<file path="config.mk">
export PLATFORM = sky130hd
export DESIGN_NAME = if_stage
export DESIGN_NICKNAME = d
export VERILOG_FILES = /design/src/rtl/if_stage_pkg.sv /design/src/rtl/if_pc_reg.sv /design/src/rtl/if_stage.sv
export SDC_FILE = /design/constraint.sdc
export NUM_CORES = 1
export LEC_CHECK = 0
export ABC_AREA = 1
export CORE_MARGIN = 2
export CORE_UTILIZATION = 47
export CTS_CLUSTER_SIZE = 40
export DETAILED_ROUTE_END_ITERATION = 12
export HOLD_SLACK_MARGIN = 0.08
export PLACE_DENSITY = 0.86
export SYNTH_ARGS = -nofsm -noshare
export SYNTH_HDL_FRONTEND = slang
export SYNTH_HIERARCHICAL = 1
export SYNTH_SLANG_ARGS = --single-unit
</file>
<file path="constraint.sdc">
create_clock -name clk -period 3.74 [get_ports clk]
set_input_delay 0.748 -clock clk [delete_from_list [all_inputs] [get_ports clk]]
set_output_delay 0.748 -clock clk [all_outputs]
set_load 0.01 [all_outputs]
</file>
<file path="src/rtl/if_stage_pkg.sv">
// Shared pipeline-register types for the fetch stage: IF/ID payload,
// fetch-state encoding and the bubble instruction.
package if_stage_pkg;

  localparam logic [31:0] NOP_INSTR = 32'h0000_0013;

  typedef struct packed {
    logic [8:0]  Curr_Pc;
    logic [31:0] Curr_Instr;
  } if_id_reg;

  typedef enum logic [1:0] {
    ST_BOOT,
    ST_RUN,
    ST_REDIRECT
  } fetch_state_e;

endpackage

</file>
<file path="src/rtl/if_pc_reg.sv">
// 9-bit program counter: reset, load word-aligned target, hold, or advance by 4
// (wrapping modulo 512).
module if_pc_reg #(
  parameter logic [8:0] RESET_PC = 9'h000
) (
  input  logic       i_clk,
  input  logic       i_reset,
  input  logic       i_hold,
  input  logic       i_load,
  input  logic [8:0] i_target,
  output logic [8:0] o_pc
);

  logic [8:0] r_pc;

  always_ff @(posedge i_clk) begin
    if (i_reset) begin
      r_pc <= RESET_PC;
    end else if (i_load) begin
      r_pc <= {i_target[8:2], 2'b00};
    end else if (!i_hold) begin
      r_pc <= r_pc + 9'd4;
    end
  end

  assign o_pc = r_pc;

endmodule

</file>
<file path="src/rtl/if_stage.sv">
// Instruction fetch stage: issues word addresses to a synchronous-read memory
// and registers the returned word into the IF/ID payload, with stall and redirect.
module if_stage #(
  parameter logic [8:0]  RESET_PC  = 9'h000,
  parameter logic [31:0] NOP_INSTR = if_stage_pkg::NOP_INSTR
) (
  input  logic                   clk,
  input  logic                   reset,
  input  logic                   stall,
  input  logic                   branch_taken,
  input  logic [8:0]             branch_target,
  output logic [8:0]             imem_addr,
  input  logic [31:0]            imem_rdata,
  output if_stage_pkg::if_id_reg if_id,
  output logic                   if_id_valid
);

  import if_stage_pkg::*;

  logic [8:0]   w_pc;
  logic         w_hold;
  logic [8:0]   r_fetch_pc;
  fetch_state_e r_state;
  if_id_reg     r_if_id;
  logic         r_if_id_valid;

  assign w_hold = stall & ~branch_taken;

  if_pc_reg #(
    .RESET_PC (RESET_PC)
  ) u_pc (
    .i_clk    (clk),
    .i_reset  (reset),
    .i_hold   (w_hold),
    .i_load   (branch_taken),
    .i_target (branch_target),
    .o_pc     (w_pc)
  );

  // While held, re-issue the in-flight address so the word is present on release.
  assign imem_addr = (w_hold && !reset) ? r_fetch_pc : w_pc;

  always_ff @(posedge clk) begin
    if (reset) begin
      r_fetch_pc    <= RESET_PC;
      r_state       <= ST_BOOT;
      r_if_id       <= '{Curr_Pc: '0, Curr_Instr: NOP_INSTR};
      r_if_id_valid <= 1'b0;
    end else if (branch_taken) begin
      r_fetch_pc    <= w_pc;
      r_state       <= ST_REDIRECT;
      r_if_id       <= '{Curr_Pc: '0, Curr_Instr: NOP_INSTR};
      r_if_id_valid <= 1'b0;
    end else if (!stall) begin
      r_fetch_pc <= w_pc;
      r_state    <= ST_RUN;
      if (r_state == ST_RUN) begin
        r_if_id       <= '{Curr_Pc: r_fetch_pc, Curr_Instr: imem_rdata};
        r_if_id_valid <= 1'b1;
      end else begin
        r_if_id       <= '{Curr_Pc: r_fetch_pc, Curr_Instr: NOP_INSTR};
        r_if_id_valid <= 1'b0;
      end
    end
  end

  assign if_id       = r_if_id;
  assign if_id_valid = r_if_id_valid;

endmodule

</file>
==> flow_summary.ini <==
[clocking]
cts_tree = built
post_cts_resized = 0
clk_path_buf_depth = 2
path_clk_slew_ns = 0.06
root_buffer = clkbuf_8
ctsHoldBuffers = 0
clk_latency_ns = 0.33
cts_max_level = 3
cts_num_sinks = 60
numCtsBuffers = 9
cts_setup_buffers = 0

[sta]
hold_slack_ns = 0.4478
timing.fmax_mhz = 296.4
drv_slew = 0
period_share = 0.9021
rsz0062_at_grt = false
setup_violations = 0
min_period_ns = 3.374
worst_clock_skew_ns = 0.006261
worst_pin_slew_ns = 1.143
hold_violations = 0
fin_setup_tns_ns = 0
slew-limit-headroom = 0.2370

[cells_and_area]
drive_gt1_frac = 0.06760
nets = 470
synthToLayoutAreaGrowth_pct = 46.88
largest_reg_flops = 41
n_antenna_cell = 0

[global_route]
grt.total_usage = 0.2280
grt_max_degree = 43
grt_pass1_wl_um = 10720
grt_pass1_vias = 2298
overflow = 0
antenna_found_initial = 0

[power_and_ir_drop]
total_power_mw = 1.352
power.density_nw_per_um2 = 377.0
ir_drop_mv = 0.2527
power_leakage_nw = 1.580

[floorplanning]
num_rows = 26
pin_count = 96
start_util = 0.4813
die_area_um2 = 5789
core_um2 = 5075
die_h_um = 76.09
die_x_um = 76.09

[synth]
yosys.cell_types.count = 26
syn_area_um2 = 2442
yosysWarnings = 6
syn-instance-count = 332
ys_ff_latch = 60
syn_area_per_cell_um2 = 7.356
ys_seq_area_frac = 0.4918

[setup_path]
path_cells = clkdlybuf4s50_1 > nor2_4 > nand2_4 > inv_2 > nand2_1 > nand2_1 > clkdlybuf4s50_1
cp-start-kind = input port
required_ns = 2.99
worst-r2r-cell-count = 4
crit_path_top_delay_cell = clkdlybuf4s50_1
worstReg2RegEnd = if_id[21]
cp_max_fo = 24
arrival_ns = 2.63
worstSetupEndpointType = primary output
regToRegSetupSlack_ns = 1.98
criticalPathCategory = in2out
slowest_delay_ns = 0.54
r2r_start = r_state[0]

[drt]
ant_nets = 0
viasPerCell = 4.898
drt-total-wl_um = 6432
wl_per_cell_um = 12.89
drc = 0
vias = 2444
drt_iter0_markers = 152
firstDrtPassIters = 4

[run]
cap_violations = 0

[place]
port_buffers = 93
dp_hpwl_um = 4465
gp_congestion = 0.9063

[outcome]
status = completed

[worst_hold_path]
holdCritStartpoint = if_id_valid
min_path_type = reg2reg
whs_endpoint = if_id_valid
whs_path_depth = 2
==> per-layer routing <==
layer | up-vias | global-route usage | share of wire
li1 | 1251 | - | -
met1 | 1109 | 0.2896 | 0.45
met2 | 74 | 0.3813 | 0.48
met3 | 10 | 0.04976 | 0.058
met4 | 0 | 0.08545 | 0.011
met5 | - | 0 | 0
==> worst max path at each step <==
stage	cells after the start	start	slack (ns)	to
2_1_floorplan	6	branch_taken	1.64	imem_addr[0]
3_3_place_gp	7	branch_taken	0.39	imem_addr[8]
3_5_place_dp	7	branch_taken	0.37	imem_addr[8]
4_1_cts	7	branch_taken	0.36	imem_addr[8]
5_1_grt	7	branch_taken	0.21	imem_addr[8]
6_report	7	branch_taken	0.37	imem_addr[8]
==> cells in the final DEF (no fill, tap or decap), types with 4 or more instances in the layout <==
| cell | instances |
|---|---|
| clkbuf_8 | 12 |
| clkdlybuf4s50_1 | 93 |
| nor2_1 | 4 |
| nand3_1 | 13 |
| inv_1 | 17 |
| buf_4 | 6 |
| nand4_1 | 29 |
| nand2_1 | 152 |
| dfxtp_1 | 60 |
| a21oi_1 | 14 |
==> worst max-delay path: cells and delay by family <==
kind / cells / cell delay, ns
AND/OR/NAND/NOR: 4 / 0.53
buffers and inverters: 3 / 1.34
==> cells by family after synthesis <==
group,after synthesis,synth area share
AO/OA/AOI/OAI,23,0.05328
XOR/XNOR,1,0.003587
adder cells (fa/ha/maj),1,0.005122
buffers and inverters,39,0.07428
flip-flops,60,0.4918
other,1,0.001535
AND/OR/NAND/NOR,207,0.3704
==> stage by stage <==
stage            util  area (um^2)  std cells  worst slack [ns]
2_1_floorplan       -         2446        333             1.641
3_3_place_gp   0.6711         3406        483            0.3856
3_5_place_dp   0.6711         3406        483            0.3740
4_1_cts        0.7069         3587        499            0.3640
5_1_grt        0.7069         3587        499            0.2107
6_report       0.7069         3587        499            0.3662
==> cell usage after synthesis <==
library cell | instances | share of area
ha_1 | 1 | 0.0051
nand2_1 | 152 | 0.23
nor2_4 | 2 | 0.0092
nor2_2 | 2 | 0.0051
xor2_1 | 1 | 0.0036
a21oi_2 | 2 | 0.0072
inv_2 | 2 | 0.0031
buf_4 | 2 | 0.0061
o21ai_0 | 2 | 0.0041
buf_2 | 4 | 0.0082
buf_6 | 3 | 0.014
o21bai_1 | 2 | 0.0061
nand3_1 | 13 | 0.027
inv_1 | 17 | 0.026
conb_1 | 1 | 0.0015
clkinv_1 | 1 | 0.0015
nor2_1 | 5 | 0.0077
a211oi_1 | 1 | 0.0031
nand4_1 | 29 | 0.074
buf_1 | 2 | 0.0031
nand2_4 | 1 | 0.0046
o21ai_1 | 2 | 0.0041
nand3b_1 | 3 | 0.0092
a21oi_1 | 14 | 0.029
clkbuf_1 | 8 | 0.012
dfxtp_1 | 60 | 0.49
==> final cells by class <==
cell class / count / area [um^2]
Fill cell: 443 / 1488
Tap cell: 70 / 87.58
Sequential cell: 60 / 1201
Clock inverter: 1 / 5.005
Multi-Input combinational cell: 234 / 1066
Clock buffer: 15 / 176.4
Inverter: 20 / 75.07
Timing Repair Buffer: 99 / 975.9
==> report_power, final <==
part | total (mW) | switching (mW) | internal, mW | leakage (nW)
sequential | 0.669 | 0.0142 | 0.655 | 0.487
clock | 0.527 | 0.232 | 0.295 | 0.0937
combinational | 0.156 | 0.0753 | 0.0809 | 0.999
No activity file was read; power rests on OpenSTA's default activity.
